$ cat config.mk
export PLATFORM = sky130hd
export DESIGN_NAME = cpu_clk_ctrl
export DESIGN_NICKNAME = d
export VERILOG_FILES = /design/src/rtl/cpu_clk_ctrl.sv
export SDC_FILE = /design/constraint.sdc
export NUM_CORES = 1
export LEC_CHECK = 0
export ABC_AREA = 1
export CORE_MARGIN = 5
export CORE_UTILIZATION = 55
export CTS_BUF_LIST = sky130_fd_sc_hd__clkbuf_8
export DETAILED_ROUTE_END_ITERATION = 8
export PLACE_DENSITY_LB_ADDON = 0.12
export SLEW_MARGIN = 20
export SYNTH_ARGS = -nofsm -noshare
export SYNTH_HDL_FRONTEND = slang
export SYNTH_SLANG_ARGS = --single-unit
$ cat constraint.sdc
create_clock -name clk -period 3.72 [get_ports clk]
set_input_delay 0.744 -clock clk [delete_from_list [all_inputs] [get_ports clk]]
set_output_delay 0.744 -clock clk [all_outputs]
set_load 0.05 [all_outputs]
$ cat src/rtl/cpu_clk_ctrl.sv
// cpu_clk_ctrl - CPU clock-enable controller for the 100 MHz board clock.
//
// Generates a one-cycle cpu_ce pulse at a selectable decade/binary rate and
// sequences the CPU through STOP / RUN / single-STEP / HALT from a run switch,
// a step button and a halt request from the CPU itself.
//
// Optional feature macro: CPU_CLK_CTRL_CYCCNT_EN
//   defined   : cyc_cnt counts every issued cpu_ce pulse (wraps, reset-only clear)
//   undefined : cyc_cnt is tied to zero and no counter is built
module cpu_clk_ctrl #(
    parameter int DIV_W       = 27,
    parameter int SYNC_STAGES = 2
) (
    input  logic        clk,
    input  logic        reset,
    input  logic [3:0]  sel,
    input  logic        run_sw,
    input  logic        step_btn,
    input  logic        halt,
    output logic        cpu_ce,
    output logic        running,
    output logic        halted,
    output logic [1:0]  state,
    output logic [31:0] cyc_cnt
);

    typedef enum logic [1:0] {
        ST_STOP = 2'd0,
        ST_RUN  = 2'd1,
        ST_STEP = 2'd2,
        ST_HALT = 2'd3
    } state_t;

    // Terminal count (N-1) of the prescaler for a given rate select.
    // Selects above 11 saturate at the slowest rate (1 Hz).
    function automatic logic [DIV_W-1:0] div_last(input logic [3:0] s);
        logic [31:0] v;
        case (s)
            4'd0:    v = 32'd0;
            4'd1:    v = 32'd1;
            4'd2:    v = 32'd3;
            4'd3:    v = 32'd4;
            4'd4:    v = 32'd9;
            4'd5:    v = 32'd99;
            4'd6:    v = 32'd999;
            4'd7:    v = 32'd9_999;
            4'd8:    v = 32'd99_999;
            4'd9:    v = 32'd999_999;
            4'd10:   v = 32'd9_999_999;
            default: v = 32'd99_999_999;
        endcase
        return DIV_W'(v);
    endfunction

    logic [DIV_W-1:0]       cnt_r;
    logic [3:0]             sel_q_r;
    logic [SYNC_STAGES-1:0] run_sync_r;
    logic [SYNC_STAGES-1:0] step_sync_r;
    logic                   step_dly_r;
    state_t                 state_r;
    state_t                 state_nxt_s;

    logic [DIV_W-1:0]       cnt_last_s;
    logic                   sel_change_s;
    logic                   tick_s;
    logic                   run_s;
    logic                   step_edge_s;

    assign cnt_last_s   = div_last(sel_q_r);
    assign sel_change_s = (sel != sel_q_r);
    // A pending rate change suppresses the tick so no pulse is issued at a
    // half-old/half-new rate.
    assign tick_s       = (cnt_r == cnt_last_s) && !sel_change_s;

    assign run_s        = run_sync_r[SYNC_STAGES-1];
    assign step_edge_s  = step_sync_r[SYNC_STAGES-1] & ~step_dly_r;

    // Prescaler counter and registered rate select; restarts on a rate change.
    always_ff @(posedge clk) begin
        if (reset) begin
            cnt_r   <= '0;
            sel_q_r <= sel;
        end else if (sel_change_s) begin
            cnt_r   <= '0;
            sel_q_r <= sel;
        end else if (cnt_r == cnt_last_s) begin
            cnt_r   <= '0;
        end else begin
            cnt_r   <= cnt_r + 1'b1;
        end
    end

    // Metastability synchronizers for the switch and button, plus the delay
    // flop used to find the button's rising edge.
    always_ff @(posedge clk) begin
        if (reset) begin
            run_sync_r  <= '0;
            step_sync_r <= '0;
            step_dly_r  <= 1'b0;
        end else begin
            run_sync_r  <= {run_sync_r[SYNC_STAGES-2:0], run_sw};
            step_sync_r <= {step_sync_r[SYNC_STAGES-2:0], step_btn};
            step_dly_r  <= step_sync_r[SYNC_STAGES-1];
        end
    end

    // Sequencer state register.
    always_ff @(posedge clk) begin
        if (reset) begin
            state_r <= ST_STOP;
        end else begin
            state_r <= state_nxt_s;
        end
    end

    // Sequencer next-state logic. Run beats step in STOP, halt beats the
    // switch in RUN, and a STEP always finishes its single pulse.
    always_comb begin
        state_nxt_s = state_r;
        case (state_r)
            ST_STOP: begin
                if (run_s) begin
                    state_nxt_s = ST_RUN;
                end else if (step_edge_s) begin
                    state_nxt_s = ST_STEP;
                end else begin
                    state_nxt_s = ST_STOP;
                end
            end
            ST_RUN: begin
                if (halt) begin
                    state_nxt_s = ST_HALT;
                end else if (!run_s) begin
                    state_nxt_s = ST_STOP;
                end else begin
                    state_nxt_s = ST_RUN;
                end
            end
            ST_STEP: begin
                if (tick_s) begin
                    state_nxt_s = ST_STOP;
                end else begin
                    state_nxt_s = ST_STEP;
                end
            end
            ST_HALT: begin
                if (!run_s) begin
                    state_nxt_s = ST_STOP;
                end else begin
                    state_nxt_s = ST_HALT;
                end
            end
            default: begin
                state_nxt_s = ST_STOP;
            end
        endcase
    end

    assign cpu_ce  = tick_s && ((state_r == ST_RUN) || (state_r == ST_STEP));
    assign running = (state_r == ST_RUN);
    assign halted  = (state_r == ST_HALT);
    assign state   = state_r;

`ifdef CPU_CLK_CTRL_CYCCNT_EN
    logic [31:0] cyc_cnt_r;

    // Count of issued CPU cycles; wraps naturally at 32 bits.
    always_ff @(posedge clk) begin
        if (reset) begin
            cyc_cnt_r <= 32'd0;
        end else if (cpu_ce) begin
            cyc_cnt_r <= cyc_cnt_r + 32'd1;
        end else begin
            cyc_cnt_r <= cyc_cnt_r;
        end
    end

    assign cyc_cnt = cyc_cnt_r;
`else
    assign cyc_cnt = 32'd0;
`endif

endmodule

-- After elaboration in Yosys (flattened, before gate mapping)
Memories as Yosys holds them, arrays and structs flattened. A register that Yosys moved wholly into a read port is not among the register bits.
Index checks and enable logic that the tools add are counted.
- shifts and indexed selects: 0
- multiplexer cells: 10
- divide/modulo/power cells: 0
- bitwise gates (word level): 2
- multiply operators: 0
- equality and inequality tests: 5
- reductions and logical operators: 7
- $add $sub $neg: 1
- magnitude comparators: 0
- operators by type and width (operator ; number):
    $add 27x1->27 const B ; 1
    $eq 27x27->1 ; 1
    $mux 4 ; 3
    $mux 2 ; 5
    $pmux 2 s4 ; 1
    $eq 2x2->1 const B ; 2
    $ne 4x4->1 ; 1
    $reduce_or 3->1 ; 1
    $eq 2x1->1 const B ; 1
    $logic_and 1x1->1 ; 2
    $logic_not 2->1 ; 1
    $reduce_bool 2->1 ; 1
    $and 1x1->1 ; 1
    $logic_not 1->1 ; 1
    $logic_or 1x1->1 ; 1
    $mux 1 ; 1
    $not 1->1 ; 1
- output and inout port bits: 37
- flip-flop bits (word level): 38
- logic and storage cells: 32
- bits in writable memories: 0
- memory bits (read-only): 400
- bits in latches: 0
- memories: 1
- memories (name ; depth ; width ; rd ports ; clocked after Yosys merged registers in ; wr ports ; line ; RTL):
    (name not given) ; 16 ; 25 ; 1 ; 1 ; 0 ; 38 ; case (s)

-- Logic depth before layout (Yosys ltp)
- word-level depth: 5
- gate-level depth with buffers: 11
- depth with buffers taken out: 10

-- Least setup slack after synthesis
Ideal clock, no wire load.
- path kind: input port to output port
- start point: in sel[2]
- end point: out cpu_ce
- buffers on the path: 1
- stages: 7
- arrival: 2.082 ns
- required time: 2.976 ns
- slack: 0.894 ns
- cells stage by stage: buf_2 inv_2 nand2_1 nand4_1 nor3_2 nand3_1 nor2_1
- longest elaborated chain between the ends: 4
- RTL lines (element ; line ; RTL):
    from (decl) ; 16 ; input logic [3:0] sel,
    $ne 4x4->1 ; 70 ; assign sel_change_s = (sel != sel_q_r);
    $logic_not 1->1 ; 73 ; assign tick_s = (cnt_r == cnt_last_s) && !sel_change_s;
    $logic_and 1x1->1 ; 73 ;
    $logic_and 1x1->1 ; 159 ; assign cpu_ce = tick_s && ((state_r == ST_RUN) || (state_r == ST_STEP));
    to (decl) ; 20 ; output logic cpu_ce,
No other way between the ends.

-- Worst setup path in the final report
Same ends and word-level chain as after synthesis.

==> out/summary.md <==
• result of the run: complete, no violations
• highest clock frequency the design can meet: 0.314 GHz
• pre-CTS setup slack: 0.533 ns
• post-layout net count: 463
• die outline width: 85.9 um
• # diodes: 0
• Critical Path Slowest Stage Cell: clkdlybuf4s50_1
• fraction of final layout cells sized beyond drive strength 1: 8.46%
• Setup crit start kind: input port
• fraction of the mapped netlist area in adder cells: 3.95%
• class of the worst hold path: reg2reg
• num rows: 27
• library cells used by synthesis: 32
• floorplan die area: 7370 um2
• arrival time reported for the critical path endpoint: 2.44 ns
• total routing usage reported by global routing: 18.2%
• via/cell ratio: 4.66
• Slew @ Worst Pin: 0.661 ns
• clock-pin slew reported for the worst setup and hold paths after clock tree synthesis: 0.06 ns
• total congestion overflow after global routing: 0
• maximum clock skew at final layout: 0.00887 ns
• total of max-cap violations: 0
• clock tree buffer depth: 2
• critical path capture point type: output port
• required time of the critical path: 2.98 ns
• First-pass DRT Iterations: 5
• chip height: 85.9 um
• Post-Synth XOR/XNOR Area: 7.47%
• IO Pins: 46
• top cells by area, synth: dfxtp_1 (34%), nand2_1 (12%), buf_4 (7.8%)
• number of nets still failing antenna checks after routing: 0
• worst path buffer plus inverter count: 3
• Max-slew headroom: 55.9%
• total standard cell area after synthesis: 3160 um2
• synthesis-to-layout area growth: 7.75%
• Setup TNS Final: 0 ns
• detailed-route DRC error count: 0
• Tot Pwr: 1.37 mW
• Detailed Place HPWL: 4.88 mm
• initial antenna violation count: 0
• first-pass GRT wire length: 10.5 mm
• maximum number of pins on one net before global-route repair: 28
• synthesized-area fraction occupied by and/or/nand/nor cells: 28.7%
• final WL: 6.21 mm
• number of levels the H-tree was split into: 3
• biggest fanout along the worst timing path: 10
• cell family with the largest share of critical-path delay: buffers and inverters
• yosys synthesis warning count: 0
• number of flip-flops and latches in the synthesized netlist: 58
• drt first-iter violations: 135
• post-cts resize count: 0
• Min Clock Period, post-route: 3.19 ns
• final weighted congestion in routability-driven placement: 0.904
• final critical-path share of the clock period: 85.7%
• highest cell delay on the worst timing path: 0.67 ns
• number of fillers in the final layout: 519
• Async S/R FF share, synth: 0%
• clock root buffer master: clkbuf_8
• top cell type by total area after synthesis: dfxtp_1
• Peak supply drop: 254 uV
• Final Hold Violating Endpoints: 0
• power density over the cells: 401 nW/um2
• RSZ-0062 raised after global routing: no
• clock latency reported for the late side of the worst-skew pair: 0.33 ns
• start-to-end type of the worst setup path: in2out
• area fraction of the dominant cell type after synthesis: 34.2%
• Initial Util: 57.1%
• number of global-route vias before repair: 2,263
• total via count after detailed routing: 2,426
• post-synthesis sequential area ratio: 38.0%
• setup violation total in the final timing report: 0
• setup ws final: 0.532 ns
• ys flop type: dfxtp_1
• number of flops mapped to enable cells by yosys: 4
• core region area: 5540 um2
• Post-CTS Setup Bufs: 0
• cells after synthesis: 430
• clock tree from TritonCTS: done
• CP cell instances: clkdlybuf4s50_1 -> inv_2 -> nand2_1 -> nand4_1 -> nor3_2 -> nand3_1 -> nor2_1 -> buf_12
• WL/cell: 11.9 um
• fraction of synthesized area in multiplexers: 0%
• CTS buffer count: 9
• Post-CTS Hold Buffers: 0
• count of input and output buffers: 13
• average cell area after synthesis: 7.36 um2
• combinational family with the most area after synthesis: simple AND/OR/NAND/NOR gates
• total leakage power: 1.40 nW
• compound-cell area share of the yosys netlist: 5.58%
• final count of pins violating max slew: 0
• clock sinks: 58
[registers in the layout, indices dropped and copies added, names as in the netlist]
name         flops
cnt_r           27
sel_q_r          4
step_sync_r      2
state            2
cnt_last_s      20
run_sync_r       2
step_dly_r       1
[routing by layer]
layer,up-vias,wire length [um],GRT usage (%)
li1,1293,-,-
met1,1062,2830,23.7
met2,60,2930,28.6
met3,11,325,3.36
met4,0,121,9.35
met5,-,0,0
[cells in the final DEF, fill, tap and decap left out, types with 7 or more instances in the layout]
| cell | n |
|---|---|
| nand2_1 | 101 |
| inv_1 | 58 |
| nor2_1 | 54 |
| dfxtp_1 | 54 |
| conb_1 | 32 |
| a21oi_1 | 16 |
| xor2_1 | 14 |
| nand3_1 | 13 |
| xnor2_1 | 13 |
| clkdlybuf4s50_1 | 12 |
| ha_1 | 10 |
| nand4_1 | 9 |
| clkbuf_8 | 9 |
| nor3_1 | 7 |
[final timing paths]
kind	startpoint	to	slack, ns	cells after the start
max	sel[2]	cpu_ce	0.53	8
min	step_sync_r[0]	step_sync_r[1]	0.41	2
max reg2reg	cnt_r[18]	cnt_r[22]	1.81	9
min reg2reg	step_sync_r[0]	step_sync_r[1]	0.41	2
[final cells by class]
cell class                      instances  area, um2  share of cell area (%)
Sequential cell                        58       1200                    35.2
Clock inverter                          7       62.6                    1.83
Multi-Input combinational cell        302       1570                    45.9
Tap cell                               72       90.1                    2.64
Inverter                               60        225                    6.61
Timing Repair Buffer                   13        140                    4.11
Clock buffer                            9        124                    3.63
[stage by stage]
stage                     cell area, um2  instances  hold slack (ns)  util, %
after floorplan                     3280        461            0.388        -
after global placement              3220        505            0.390     58.2
after detailed placement            3220        505            0.399     58.2
after CTS                           3410        521            0.410     61.5
after global routing                3410        521            0.424     61.5
final                               3410        521            0.407     61.5
[synthesized netlist by cell type (3+ instances only)]
library cell	count
nand2_1	101
inv_1	56
dfxtp_1	54
nor2_1	54
buf_4	33
a21oi_1	16
xor2_1	14
nand3_1	13
xnor2_1	13
ha_1	10
nand4_1	9
nor3_1	7
clkbuf_1	5
nor2_2	5
nor3_2	5
o21ai_0	5
edfxtp_1	4
inv_2	4
a21oi_2	3
or2_0	3
[report_power, final]
group	total, mW	leakage [nW]	internal [mW]	switching [mW]
Clock	0.551	0.0976	0.302	0.249
Sequential	0.661	0.484	0.649	0.0118
Combinational	0.156	0.818	0.0340	0.122
Total	1.37	1.40	0.985	0.383
[logic make-up (layout without fill, tap and decap cells)]
kind of cell	count (synthesis)	in the layout
buf+inv	101	89
xor+xnor	27	27
other cells	1	32
flops	58	58
simple gates	203	203
fa+ha+maj	10	10
compound gates	30	30
[worst reg2reg max path, cell delays in order (launching register included)]
cell,delay (ns)
dfxtp_1,0.47
inv_1,0.10
nand2_1,0.07
nand2_1,0.08
nor2_1,0.11
nand2_1,0.07
nor3_2,0.20
nand2_1,0.11
nand3_2,0.47
a21oi_1,0.10
Power figures use the tool's default switching activity.
